--- src/rtl/pipe_pkg.sv ---
// Shared types and constants for the elastic pipeline-stage register.
package pipe_pkg;

  typedef enum logic [1:0] {
    EMPTY = 2'd0,
    BUSY  = 2'd1,
    FULL  = 2'd2
  } skid_state_t;

  typedef struct packed {
    logic       pcsrc;
    logic       regwrite;
    logic       memtoreg;
    logic [3:0] rd;
  } mw_ctrl_t;

  localparam int MW_CTRL_W = 7;
  localparam int MW_DATA_W = 64;

  // Entry count held by the stage in each state.
  function automatic logic [1:0] state_occupancy(input skid_state_t s);
    logic [1:0] occ;
    occ = 2'd0;
    case (s)
      BUSY:    occ = 2'd1;
      FULL:    occ = 2'd2;
      default: occ = 2'd0;
    endcase
    return occ;
  endfunction

endpackage

--- src/rtl/sat_counter.sv ---
// Saturating up-counter with synchronous clear; holds at all-ones.
module sat_counter #(
  parameter int CNT_W = 32
) (
  input  logic             clk,
  input  logic             clear_i,
  input  logic             inc_i,
  output logic [CNT_W-1:0] cnt_o
);

  logic [CNT_W-1:0] cnt_q;
  logic [CNT_W-1:0] cnt_d;

  always_comb begin
    cnt_d = cnt_q;
    if (inc_i && (cnt_q != {CNT_W{1'b1}})) begin
      cnt_d = cnt_q + {{(CNT_W-1){1'b0}}, 1'b1};
    end
  end

  always_ff @(posedge clk) begin
    if (clear_i) begin
      cnt_q <= '0;
    end else begin
      cnt_q <= cnt_d;
    end
  end

  assign cnt_o = cnt_q;

endmodule

--- src/rtl/pipe_stage_skid.sv ---
// Elastic pipeline-stage register with a two-entry skid buffer and flush.
// Optional stall counter enabled by defining PIPE_STAGE_STALL_CNT_EN.
module pipe_stage_skid
  import pipe_pkg::*;
#(
  parameter int CTRL_W = MW_CTRL_W,
  parameter int DATA_W = MW_DATA_W
`ifdef PIPE_STAGE_STALL_CNT_EN
  , parameter int CNT_W = 32
`endif
) (
  input  logic              clk,
  input  logic              reset,
  input  logic              flush,
  input  logic              in_valid,
  output logic              in_ready,
  input  logic [CTRL_W-1:0] in_ctrl,
  input  logic [DATA_W-1:0] in_data,
  output logic              out_valid,
  input  logic              out_ready,
  output logic [CTRL_W-1:0] out_ctrl,
  output logic [DATA_W-1:0] out_data,
  output skid_state_t       dbg_state,
  output logic [1:0]        occupancy
`ifdef PIPE_STAGE_STALL_CNT_EN
  , output logic [CNT_W-1:0] stall_cnt
`endif
);

  // Handshake: a transfer happens on a rising edge where valid & ready are both
  // high; the producer holds valid and payload stable until then. Both ready
  // and valid come straight from state_q, so nothing combinational crosses.
  skid_state_t       state_q, state_d;
  logic [CTRL_W-1:0] main_ctrl_q, main_ctrl_d;
  logic [DATA_W-1:0] main_data_q, main_data_d;
  logic [CTRL_W-1:0] skid_ctrl_q, skid_ctrl_d;
  logic [DATA_W-1:0] skid_data_q, skid_data_d;
  logic              in_fire;
  logic              out_fire;

  assign out_valid = (state_q != EMPTY);
  assign in_ready  = (state_q != FULL);
  assign occupancy = state_occupancy(state_q);
  assign dbg_state = state_q;
  assign in_fire   = in_valid & in_ready;
  assign out_fire  = out_valid & out_ready;

  always_comb begin
    state_d     = state_q;
    main_ctrl_d = main_ctrl_q;
    main_data_d = main_data_q;
    skid_ctrl_d = skid_ctrl_q;
    skid_data_d = skid_data_q;
    if (flush) begin
      // Slots keep their bits so out_data holds; EMPTY marks them invalid.
      state_d = EMPTY;
    end else begin
      case (state_q)
        EMPTY: begin
          if (in_fire) begin
            main_ctrl_d = in_ctrl;
            main_data_d = in_data;
            state_d     = BUSY;
          end
        end
        BUSY: begin
          if (in_fire && out_fire) begin
            main_ctrl_d = in_ctrl;
            main_data_d = in_data;
          end else if (in_fire) begin
            skid_ctrl_d = in_ctrl;
            skid_data_d = in_data;
            state_d     = FULL;
          end else if (out_fire) begin
            state_d = EMPTY;
          end
        end
        FULL: begin
          if (out_fire) begin
            main_ctrl_d = skid_ctrl_q;
            main_data_d = skid_data_q;
            state_d     = BUSY;
          end
        end
        default: state_d = EMPTY;
      endcase
    end
  end

  always_ff @(posedge clk) begin
    if (!reset) begin
      state_q     <= EMPTY;
      main_ctrl_q <= '0;
      main_data_q <= '0;
      skid_ctrl_q <= '0;
      skid_data_q <= '0;
    end else begin
      state_q     <= state_d;
      main_ctrl_q <= main_ctrl_d;
      main_data_q <= main_data_d;
      skid_ctrl_q <= skid_ctrl_d;
      skid_data_q <= skid_data_d;
    end
  end

  // Bubbles carry all-zero control so no write enable leaks downstream.
  assign out_ctrl = out_valid ? main_ctrl_q : '0;
  assign out_data = main_data_q;

`ifdef PIPE_STAGE_STALL_CNT_EN
  sat_counter #(
    .CNT_W(CNT_W)
  ) u_stall_cnt (
    .clk    (clk),
    .clear_i(~reset),
    .inc_i  (out_valid & ~out_ready),
    .cnt_o  (stall_cnt)
  );
`endif

endmodule

--- config.mk ---
export PLATFORM = sky130hd
export DESIGN_NAME = pipe_stage_skid
export DESIGN_NICKNAME = d
export VERILOG_FILES = /design/src/rtl/pipe_pkg.sv /design/src/rtl/sat_counter.sv /design/src/rtl/pipe_stage_skid.sv
export SDC_FILE = /design/constraint.sdc
export NUM_CORES = 1
export LEC_CHECK = 0
export ABC_AREA = 0
export CAP_MARGIN = 20
export CORE_AREA = 2 2 110 112
export DETAILED_ROUTE_END_ITERATION = 8
export DIE_AREA = 0 0 112 114
export PLACE_DENSITY_LB_ADDON = 0.15
export SETUP_SLACK_MARGIN = 0.02
export SYNTH_ARGS = -nofsm -noshare
export SYNTH_HDL_FRONTEND = slang
export SYNTH_SLANG_ARGS = --single-unit
--- constraint.sdc ---
create_clock -name clk -period 4 [get_ports clk]
set_input_delay 0.8 -clock clk [delete_from_list [all_inputs] [get_ports clk]]
set_output_delay 0.8 -clock clk [all_outputs]
set_load 0.01 [all_outputs]
==> metrics.md <==
| Metric | Value |
|---|---|
| Inst Count DP | roughly 1000 |
| Vias in the first global route | ~5700 |
| Critical path required time | roughly 3.2 ns |
| Top cells by count, synth | nand2_1 (285), dfxtp_1 (144), a2111oi_0 (72), a21oi_1 (72), a31o_1 (71) |
| Overflow left after global routing | 0 |
| Area of the multi-input gates | roughly 0.0028 mm^2 |
| DR pass1 iterations | 7 |
| FMAX | 0.345 GHz |
| Initial Utilization | about half |
| Comb power frac | approximately a tenth |
| Reg power frac | a little over two fifths |
| Max Buffers Root-to-Sink | 2 |
| DP Wirelength | between 10000 and 15000 um |
| Final setup viols | 0 |
| Register area | 0.00288 mm^2 |
| Outcome | finished, final reports clean |
| Final cell count without fillers | 1009 |
| Synth Cell Area | 0.00606 mm^2 |
| CTS tree | yes |
| Yosys warns | 0 |
| Worst-Margin Slew | slightly above 0.9 ns |
| CP arrival | 2.10 ns |
| Routed Antenna Nets | 0 |
| All-Layer GR Usage | between 20 and 30% |
| Mapped Nets | 820 |
| Clk_lat worst skew | a little over 0.4 ns |
| Count of nets after finishing | slightly above 900 |
| R2R cell count | 5 |
| Fill cells | between 900 and 1000 |
| Fin. Hold Viols | 0 |
| CTS Buf Count | 17 |
| DIE HEIGHT | approximately 110 um |
| Synthesis-stage register bit count | 144 |
| Switching Fraction | 22.3% |
| Fin crit share | 72.4% |
| Reg2Reg Capture Point | out_data[16] |
| H-tree depth | 4 |
| CTS hold repair buffers | 0 |
| Top-count cell post-synth | nand2_1 |
| Crit-path cells | nor2_1 > nor2b_1 > clkdlybuf4s50_1 |
| Post_cts resized | 0 |
| Main flop type after synthesis | dfxtp_1 |
| Vias/cell | a little under 6 |
| Final WL | between 15000 and 20000 um |
| Total power | between 3 and 4 mW |
| Clock power share | a little under half |
| Post-Synthesis Cells | around 740 |
| Max Cap Viol | 0 |
| Core Box Area | between 0.01 and 0.015 mm^2 |
| Post-Layout Inst Area | 0.00813 mm^2 |
| First-pass GRT wire length | around 28000 um |
| Layout cell share with drive strength beyond 1 | approximately 5.6% |
| Hold EP | skid_data_q[41] |
| Critical path's largest stage delay | 0.61 ns |
| Largest cells by area after synthesis | dfxtp_1 (48%), nand2_1 (18%), a2111oi_0 (10%), a31o_1 (10%), a21oi_1 (5.9%) |
| # DRC | 0 |
| PwrDens | between 400 and 500 mW/mm^2 |
| Syn_area_per_cell | between 8 and 9 um^2 |
| Worst R2R Setup Slack | ~1.6 ns |
| Setup TNS | 0 ns |
| Int Power | 2.67 mW |
| Post-synth EDFFs | 0 |
| I/O pins | ~150 |
| Pin count of the biggest net entering global routing | 139 |
| Final clock skew | between 0.004 and 0.005 ns |
| CTS root buf | clkbuf_16 |
| Clock-pin slew on the worst setup and hold paths | roughly 0.060 ns |
| Leak Pwr | 2.82 nW |
| Post-synth top area share | a little under half |
| CTS sink cnt | roughly 140 |
| Rows | 40 |
| WL/cell | between 15 and 20 um |
| Routed vias | roughly 6000 |
| Antenna violations before repair | 0 |
| R2r startpoint | dbg_state[0] |
| Post-CTS Setup Bufs | 0 |
| Crit-path slowest cell | nor2_1 |
| Maximum VDD drop | approximately 0.00031 V |
| Detailed Route Iter0 Violations | 517 |
| RePlAce Congestion | 0.756 |
| Maximum fanout along the worst path | 9 |
| N_diodes | 0 |
| Net load switching power | ~0.76 mW |
| Async SR Flop Fraction | 0% |
| Die area | 0.0128 mm^2 |
| Area grow syn2layout | 34.1% |
| Slew HR | roughly 40% |
| Min Tclk post-route | roughly 2.9 ns |
| Critical path's top delay family | simple AND/OR/NAND/NOR gates |
| Seq/Total Area, Yosys | 47.6% |
| Buf/Inv on CP | 1 |
| Min-delay worst type | reg -> reg |
| Pins over their slew limit | 0 |
| Post-synth top area cell | dfxtp_1 |
| Hold Path Depth | 2 |
| Die width | approximately 110 um |
| Setup CP Type | reg -> out |
| HP Start | skid_data_q[41] |
| I/O Buffers | roughly 150 |
| Crit start category | register |
| Placed Instance Area | 0.00751 mm^2 |
| Synth cell types | 23 |
| RSZ-0062 raised after global routing | no |
| Critical Path End Type | output port |
==> worst max-delay path by stage <==
stage	cells after the start	start	to	slack, ns
finish	3	dbg_state[1]	out_ctrl[5]	1.10
detailed placement	6	out_ready	out_data[59]	0.79
global route	3	dbg_state[1]	out_ctrl[5]	1.04
floorplan	6	in_valid	main_ctrl_q[0]	2.08
CTS	3	dbg_state[1]	out_ctrl[5]	1.14
global placement	6	out_ready	out_data[2]	0.87
==> worst min-delay path: cells and delay by family (launching register included) <==
| family | cells | cell delay, ns |
|---|---|---|
| DFF | 1 | 0.31 |
| and+or+nand+nor | 1 | 0.05 |
| AOI/OAI and AO/OA | 1 | 0.05 |
==> cells by family after synthesis <==
| family | count (synthesis) | synth area share [%] |
|---|---|---|
| compound gates | 218 | 27.0 |
| buf+inv | 79 | 5.86 |
| flops | 144 | 47.6 |
| simple gates | 303 | 19.6 |
==> cell type report <==
cell class	instances	share of cell area (%)
well taps	147	2.26
multi-input cells	521	34.9
inverters	3	0.169
clock buffers	26	6.39
flip-flops and latches	144	35.5
repair buffers	163	19.9
clock inverters	5	0.923
==> per-stage QoR <==
stage	hold WS (ns)	utilization, %	worst slack [ns]
2_1_floorplan	0.437	-	2.08
3_3_place_gp	0.441	64.1	0.869
3_5_place_dp	0.447	64.1	0.792
4_1_cts	0.454	69.2	1.14
5_1_grt	0.467	69.4	1.04
6_report	0.455	69.4	1.10
==> registers in the layout, summed over array words and instances (netlist names) <==
signal	cells
skid_ctrl_q	7
dbg_state	2
out_data	64
skid_data_q	64
main_ctrl_q	7
==> placed cells by master, fill, tap and decap left out, types with 6 or more instances in the layout <==
cell type,count
clkbuf_16,17
a2111oi_0,72
buf_4,10
a31o_1,71
clkdlybuf4s50_1,150
a21oi_1,72
nor2b_1,9
dfxtp_1,144
nand2_1,285
clkbuf_8,6
==> power by group through the flow <==
stage / registers [mW] / logic (mW) / clock network [mW]
3_5_place_dp: 1.54 / 0.339 / 0
6_report: 1.51 / 0.346 / 1.58
3_3_place_gp: 1.53 / 0.333 / 0
4_1_cts: 1.51 / 0.342 / 1.59
5_1_grt: 1.51 / 0.371 / 1.66
2_1_floorplan: 1.55 / 0.133 / 0
==> routing by layer <==
metal  global-route usage (%)  wire length, um  vias to the layer above
li1                         -                -                     2836
met1                     35.0             7640                     2851
met2                     44.8             8430                      266
met3                     5.31             1150                       18
met4                     9.35              204                        0
met5                        0                0                        -
Power figures use the tool's default switching activity.
